<file path="src/rtl/branch_resolve_if.sv">
// branch_resolve_if: X-stage branch request and registered M-stage resolution bundle.
interface branch_resolve_if #(
   parameter int XLEN = 32
);
   logic            x_valid;
   logic [2:0]      x_funct3;
   logic [XLEN-1:0] x_rs1;
   logic [XLEN-1:0] x_rs2;
   logic [XLEN-1:0] x_pc;
   logic [XLEN-1:0] x_target;
   logic            x_pred_taken;
   logic            m_valid;
   logic            m_taken;
   logic            m_mispredict;
   logic [XLEN-1:0] m_redirect_pc;
   logic            m_illegal;

   modport master (
      output x_valid, x_funct3, x_rs1, x_rs2, x_pc, x_target, x_pred_taken,
      input  m_valid, m_taken, m_mispredict, m_redirect_pc, m_illegal
   );

   modport slave (
      input  x_valid, x_funct3, x_rs1, x_rs2, x_pc, x_target, x_pred_taken,
      output m_valid, m_taken, m_mispredict, m_redirect_pc, m_illegal
   );
endinterface

</file>
<file path="src/rtl/branch_resolve_unit.sv">
// branch_resolve_unit: resolves conditional branches into the M stage, trains a bimodal
// predictor read by fetch, and keeps saturating branch/mispredict counters.
module branch_resolve_unit #(
   parameter int XLEN  = 32,
   parameter int DEPTH = 64,
   parameter int CNT_W = 32
) (
   input  logic             clk,
   input  logic             rst_n,
   input  logic [XLEN-1:0]  f_pc_i,
   output logic             f_pred_taken_o,
   input  logic             stall_i,
   input  logic             flush_i,
   branch_resolve_if.slave  x_if,
   output logic [CNT_W-1:0] branch_cnt_o,
   output logic [CNT_W-1:0] mispred_cnt_o
);
   localparam int IDX = $clog2(DEPTH);

   logic [1:0]       pht_q [DEPTH];
   logic [1:0]       pht_cur, pht_d;
   logic [IDX-1:0]   f_idx, x_idx;
   logic             eq, lt, ltu, taken, illegal, accept, train, mispred;
   logic [XLEN-1:0]  redirect;
   logic             m_valid_q, m_taken_q, m_mispredict_q, m_illegal_q;
   logic             m_valid_d, m_taken_d, m_mispredict_d, m_illegal_d;
   logic [XLEN-1:0]  m_redirect_q, m_redirect_d;
   logic [CNT_W-1:0] branch_cnt_q, branch_cnt_d, mispred_cnt_q, mispred_cnt_d;
   logic             unused_pc;

   assign f_idx          = f_pc_i[IDX+1:2];
   assign x_idx          = x_if.x_pc[IDX+1:2];
   assign unused_pc      = ^{f_pc_i[XLEN-1:IDX+2], f_pc_i[1:0]};
   assign f_pred_taken_o = pht_q[f_idx][1];

   always_comb begin
      eq       = x_if.x_rs1 == x_if.x_rs2;
      lt       = $signed(x_if.x_rs1) < $signed(x_if.x_rs2);
      ltu      = x_if.x_rs1 < x_if.x_rs2;
      illegal  = x_if.x_funct3[2:1] == 2'b01;
      // funct3[0] inverts the base comparison: ne/ge/geu
      taken    = x_if.x_funct3[2] ? ((x_if.x_funct3[1] ? ltu : lt) ^ x_if.x_funct3[0])
                                  : (!x_if.x_funct3[1] & (eq ^ x_if.x_funct3[0]));
      accept   = x_if.x_valid & !stall_i & !flush_i;
      train    = accept & !illegal;
      mispred  = taken != x_if.x_pred_taken;
      redirect = taken ? x_if.x_target : x_if.x_pc + XLEN'(4);
      pht_cur  = pht_q[x_idx];
      pht_d    = taken ? pht_cur + {1'b0, ~&pht_cur} : pht_cur - {1'b0, |pht_cur};
      m_valid_d      = accept;
      m_taken_d      = train & taken;
      m_mispredict_d = train & mispred;
      m_illegal_d    = accept & illegal;
      m_redirect_d   = accept ? redirect : '0;
      branch_cnt_d   = branch_cnt_q + CNT_W'(train & ~&branch_cnt_q);
      mispred_cnt_d  = mispred_cnt_q + CNT_W'(train & mispred & ~&mispred_cnt_q);
   end

   always_ff @(posedge clk or negedge rst_n) begin
      if (!rst_n) begin
         m_valid_q      <= 1'b0;
         m_taken_q      <= 1'b0;
         m_mispredict_q <= 1'b0;
         m_illegal_q    <= 1'b0;
         m_redirect_q   <= '0;
         branch_cnt_q   <= '0;
         mispred_cnt_q  <= '0;
      end else if (!stall_i) begin
         m_valid_q      <= m_valid_d;
         m_taken_q      <= m_taken_d;
         m_mispredict_q <= m_mispredict_d;
         m_illegal_q    <= m_illegal_d;
         m_redirect_q   <= m_redirect_d;
         branch_cnt_q   <= branch_cnt_d;
         mispred_cnt_q  <= mispred_cnt_d;
      end
   end

   always_ff @(posedge clk or negedge rst_n) begin
      if (!rst_n) begin
         for (int i = 0; i < DEPTH; i++) pht_q[i] <= 2'b01;
      end else if (train) begin
         pht_q[x_idx] <= pht_d;
      end
   end

   assign x_if.m_valid       = m_valid_q;
   assign x_if.m_taken       = m_taken_q;
   assign x_if.m_mispredict  = m_mispredict_q;
   assign x_if.m_illegal     = m_illegal_q;
   assign x_if.m_redirect_pc = m_redirect_q;
   assign branch_cnt_o       = branch_cnt_q;
   assign mispred_cnt_o      = mispred_cnt_q;
endmodule

</file>
<file path="src/flat_wrapper.sv">
// flat-port wrapper written by rule: the top's interface ports become plain ports
module branch_resolve_unit_flat 
#(
   parameter int XLEN  = 32,
   parameter int DEPTH = 64,
   parameter int CNT_W = 32
)
  (clk, rst_n, f_pc_i, f_pred_taken_o, stall_i, flush_i, branch_cnt_o, mispred_cnt_o, x_if_x_valid, x_if_x_funct3, x_if_x_rs1, x_if_x_rs2, x_if_x_pc, x_if_x_target, x_if_x_pred_taken, x_if_m_valid, x_if_m_taken, x_if_m_mispredict, x_if_m_redirect_pc, x_if_m_illegal);
  branch_resolve_if #(.XLEN(XLEN)) x_if_i ();
  input  logic clk;
  input  logic rst_n;
  input  logic [XLEN-1:0] f_pc_i;
  output logic f_pred_taken_o;
  input  logic stall_i;
  input  logic flush_i;
  output logic [CNT_W-1:0] branch_cnt_o;
  output logic [CNT_W-1:0] mispred_cnt_o;
  input wire logic [$bits(x_if_i.x_valid)-1:0] x_if_x_valid;
  input wire logic [$bits(x_if_i.x_funct3)-1:0] x_if_x_funct3;
  input wire logic [$bits(x_if_i.x_rs1)-1:0] x_if_x_rs1;
  input wire logic [$bits(x_if_i.x_rs2)-1:0] x_if_x_rs2;
  input wire logic [$bits(x_if_i.x_pc)-1:0] x_if_x_pc;
  input wire logic [$bits(x_if_i.x_target)-1:0] x_if_x_target;
  input wire logic [$bits(x_if_i.x_pred_taken)-1:0] x_if_x_pred_taken;
  output wire logic [$bits(x_if_i.m_valid)-1:0] x_if_m_valid;
  output wire logic [$bits(x_if_i.m_taken)-1:0] x_if_m_taken;
  output wire logic [$bits(x_if_i.m_mispredict)-1:0] x_if_m_mispredict;
  output wire logic [$bits(x_if_i.m_redirect_pc)-1:0] x_if_m_redirect_pc;
  output wire logic [$bits(x_if_i.m_illegal)-1:0] x_if_m_illegal;
  assign x_if_i.x_valid = x_if_x_valid;
  assign x_if_i.x_funct3 = x_if_x_funct3;
  assign x_if_i.x_rs1 = x_if_x_rs1;
  assign x_if_i.x_rs2 = x_if_x_rs2;
  assign x_if_i.x_pc = x_if_x_pc;
  assign x_if_i.x_target = x_if_x_target;
  assign x_if_i.x_pred_taken = x_if_x_pred_taken;
  assign x_if_m_valid = x_if_i.m_valid;
  assign x_if_m_taken = x_if_i.m_taken;
  assign x_if_m_mispredict = x_if_i.m_mispredict;
  assign x_if_m_redirect_pc = x_if_i.m_redirect_pc;
  assign x_if_m_illegal = x_if_i.m_illegal;
  branch_resolve_unit #(.XLEN(XLEN), .DEPTH(DEPTH), .CNT_W(CNT_W)) u_core (.clk(clk), .rst_n(rst_n), .f_pc_i(f_pc_i), .f_pred_taken_o(f_pred_taken_o), .stall_i(stall_i), .flush_i(flush_i), .x_if(x_if_i), .branch_cnt_o(branch_cnt_o), .mispred_cnt_o(mispred_cnt_o));
endmodule
</file>
<file path="config.mk">
export PLATFORM = sky130hd
export DESIGN_NAME = branch_resolve_unit_flat
export DESIGN_NICKNAME = d
export VERILOG_FILES = /design/src/rtl/branch_resolve_if.sv /design/src/rtl/branch_resolve_unit.sv /design/src/flat_wrapper.sv
export SDC_FILE = /design/constraint.sdc
export NUM_CORES = 1
export LEC_CHECK = 0
export ABC_CLOCK_PERIOD_IN_PS = 6800
export BUFFER_PORTS_ARGS = -buffer_cell sky130_fd_sc_hd__clkbuf_2
export CORE_ASPECT_RATIO = 0.7
export CORE_MARGIN = 5
export CORE_UTILIZATION = 25
export CTS_BUF_LIST = sky130_fd_sc_hd__clkbuf_2 sky130_fd_sc_hd__clkbuf_4 sky130_fd_sc_hd__clkbuf_8
export DETAILED_ROUTE_END_ITERATION = 16
export GPL_ROUTABILITY_DRIVEN = 0
export REMOVE_ABC_BUFFERS = 1
export SLEW_MARGIN = 5
export SYNTH_ARGS = -nofsm -noshare
export SYNTH_HDL_FRONTEND = slang
export SYNTH_SLANG_ARGS = --single-unit
</file>
<file path="constraint.sdc">
create_clock -name clk -period 6.8 [get_ports clk]
set_clock_uncertainty 0.05 [all_clocks]
set_input_delay 1.02 -clock clk [delete_from_list [all_inputs] [get_ports clk]]
set_output_delay 1.02 -clock clk [all_outputs]
set_load 0.005 [all_outputs]
</file>
==> impl_metrics.tcl <==
set metrics [dict create \
    layout-drive-gt1-share_pct 29.98 \
    worst_slew_pin_slew_ns 1.168 \
    drc 0 \
    synth_flop_cell "dfrtp_1" \
    final.setup.worst_slack_ns 1.308 \
    synth_edf_count 0 \
    antenna_found_initial 7 \
    cts_tree "yes" \
    min_period_ns 5.492 \
    use_met3_pct 5.887 \
    cp-end-kind "flop" \
    ys_seq_area_share_pct 35.53 \
    finalNonFillerCells 2854 \
    r2r_setup_slack_ns 2.18 \
    dpl_worst_slack_ns 0.9330 \
    arrival_ns 5.97 \
    first_global_vias 15740 \
    area_growth_pct 18.34 \
    cts_buffer_depth 3 \
    critical_path_peak_fanout 41 \
    holdCritPathClass "in2async" \
    synth_cells 1782 \
    gr-usage-met1_pct 21.92 \
    drt_iter0_markers 1590 \
    floorplan.initialDensity_pct 25.20 \
    crit_required_ns 7.28 \
    clk_latency_ns 0.62 \
    final_max_slew_viol_count 0 \
    viasPerCell 5.496 \
    status "completed" \
    fin_util_pct 29.82 \
    rsz0062_at_grt "no" \
    cts_root_buf "clkbuf_8" \
    routed_wl_um 60520 \
    cts_buffers 45 \
    ctsResizeCount 0 \
    yosysWarnings 0 \
    synth-seq-cells 228 \
    cp-startpoint "x_if_x_pc[4]" \
    grt_use_met2_pct 24.75 \
    hold_violations 0 \
    clkTransAtPathRegs_ns 0.06 \
    maxSlewHeadroom_pct 22.16 \
    post_drt_wl_per_cell_um 21.21 \
    cts_setup_buffers 0 \
    grt_max_degree 125 \
    via_count 15690 \
    port_buffers 243 \
    core-area_mm2 0.06461 \
    dr.pass1.iters 6 \
    fmax_mhz 182.1 \
    reg2reg_depth 13 \
    grt_busiest_layer "met2" \
    finalSetupViolCount 0 \
    power.total_w 0.003761 \
    grt_usage_pct 16.25 \
    nNetsFinal 2142 \
    crit_type "in2reg" \
    p_per_area_mw_per_mm2 195.2 \
    r2r-end "u_core.pht_q[45]" \
    die_h_um 223.5 \
    leakage_nw 8.600 \
    cts_sinks 228 \
    syn_avg_cell_area_um2 9.137 \
    maxCapViolCount 0 \
    vdd_ir_drop_max_mv 0.1099 \
    htreeDepth 2 \
    dpl.cell_count 2768 \
    globalRouteOverflowTotal 0 \
    die_w_um 315.0 \
    grt_first_pass_wirelength_um 91850 \
    ios 270 \
    num_rows 78 \
    cp-start-kind "input pin" \
    rr_startpoint "u_core.pht_q[97]" \
    place_hpwl_um 39710 \
    drtAntennaViolNets 0 \
    yosys.cell_types.count 54 \
    post-route-period-util_pct 80.77 \
    synth_area_mm2 0.01628 \
    cts_hold_buffers 0 \
    dieArea_mm2 0.07041 \
    async_flop_share_pct 100.0 \
]
cell usage after synthesis (6+ instances only):
master | n | area [um2]
nand4_1 | 27 | 168.9
a22oi_1 | 7 | 52.55
mux4_2 | 36 | 810.8
xor2_1 | 29 | 254.0
buf_2 | 19 | 95.09
o21ai_0 | 41 | 205.2
nand2_1 | 157 | 589.3
xnor2_1 | 61 | 534.3
buf_1 | 21 | 78.83
nor3_1 | 78 | 390.4
and3_1 | 29 | 181.4
ha_1 | 38 | 475.5
nand3_2 | 40 | 400.4
mux2i_1 | 105 | 1051
a21oi_1 | 23 | 115.1
nor2_1 | 205 | 769.5
dfrtp_1 | 164 | 4104
nor2b_1 | 9 | 56.30
a221oi_1 | 72 | 630.6
and3b_1 | 6 | 52.55
o311ai_1 | 20 | 175.2
inv_1 | 42 | 157.7
nand3_1 | 156 | 780.8
dfstp_2 | 64 | 1682
a311oi_1 | 65 | 569.3
clkbuf_1 | 120 | 450.4
buf_6 | 12 | 135.1
mux2_2 | 76 | 855.8
report_power, final:
| group | internal (W) | switching [W] | total, W |
|---|---|---|---|
| registers | 0.00143 | 0.0000510 | 0.00148 |
| clock network | 0.000933 | 0.000678 | 0.00161 |
| logic | 0.000228 | 0.000438 | 0.000666 |
layout make-up:
type	instances	area [um2]
clock buffer	73	917.1
multi-input combinational	1340	9644
antenna	3	7.507
clock inverter	10	115.1
sequential	228	5786
tap	880	1101
timing repair buffer	278	1539
fill	6752	45340
inverter	42	157.7
sequential cells by signal, indices dropped and copies added (netlist names):
register	cells
u_core.mispred_cnt_o	32
u_core.x_if.m_taken	1
u_core.x_if.m_valid	1
u_core.branch_cnt_o	32
u_core.x_if.m_mispredict	1
u_core.x_if.m_redirect_pc	32
u_core.pht_q	128
u_core.x_if.m_illegal	1
worst max-delay path by stage:
stage | to | slack (ns) | cells past startpoint
after global placement | u_core.mispred_cnt_o[30] | 1.01 | 19
after floorplan | u_core.pht_q[113] | -8.72 | 15
after CTS | u_core.pht_q[45] | 1.55 | 15
after detailed placement | u_core.pht_q[125] | 0.93 | 15
after global routing | u_core.pht_q[45] | 1.11 | 15
final | u_core.pht_q[45] | 1.31 | 15
critical path, cell delays in order:
cell	delay, ns
clkbuf_2	0.68
buf_4	0.36
mux4_2	0.33
nand2_1	0.08
nand2_1	0.07
a221oi_1	0.79
and3_4	0.64
nor2_1	0.08
a22oi_1	0.26
ha_4	0.52
buf_4	0.38
nand3_1	0.17
a311oi_1	0.29
a221oi_1	0.11
nand3_1	0.13
kinds of logic (layout without fill, tap and decap cells):
| kind of cell | Yosys count | count (layout) | synth area share [%] |
|---|---|---|---|
| AND/OR/NAND/NOR | 736 | 736 | 22.09 |
| AO/OA/AOI/OAI | 258 | 258 | 12.20 |
| flip-flops | 228 | 228 | 35.53 |
| multiplexers | 218 | 218 | 16.78 |
| buffers and inverters | 214 | 403 | 5.633 |
| XOR/XNOR | 90 | 90 | 4.841 |
| adder cells (fa/ha/maj) | 38 | 38 | 2.920 |
| other | 0 | 3 | 0 |
placed cells by master (no fill, tap or decap), types with 6 or more instances in the layout:
cell type	n
nand2_1	157
dfrtp_1	164
and3_1	27
clkbuf_8	59
a221oi_1	72
mux2i_1	105
nand3_1	155
clkbuf_4	14
mux4_2	36
a311oi_1	65
xnor2_1	61
and3b_1	6
inv_1	42
buf_4	31
nand4_1	27
dfstp_2	64
nor3_1	77
xor2_1	29
a22oi_1	7
o21ai_0	41
mux2_2	76
o311ai_1	20
nor2b_1	9
nand3_2	41
a21oi_1	23
ha_1	37
nor2_1	205
clkinv_2	6
clkbuf_2	242
stage by stage:
stage                     TNS (ns)  area [um2]  hold WS [ns]
after global routing             0       19260        0.4192
after detailed placement         0       18230        0.4231
after floorplan           -1254.68       15520        0.4212
after global placement           0       18230        0.4169
after CTS                        0       19260        0.3787
final                            0       19270        0.3760
layer usage:
metal  vias up  part of all wire, %
met1      7740                   42
met5         -                0.056
met2       908                   44
li1       6913                    -
met3       120                   13
met4         6                  1.7
Power figures use the tool's default switching activity.
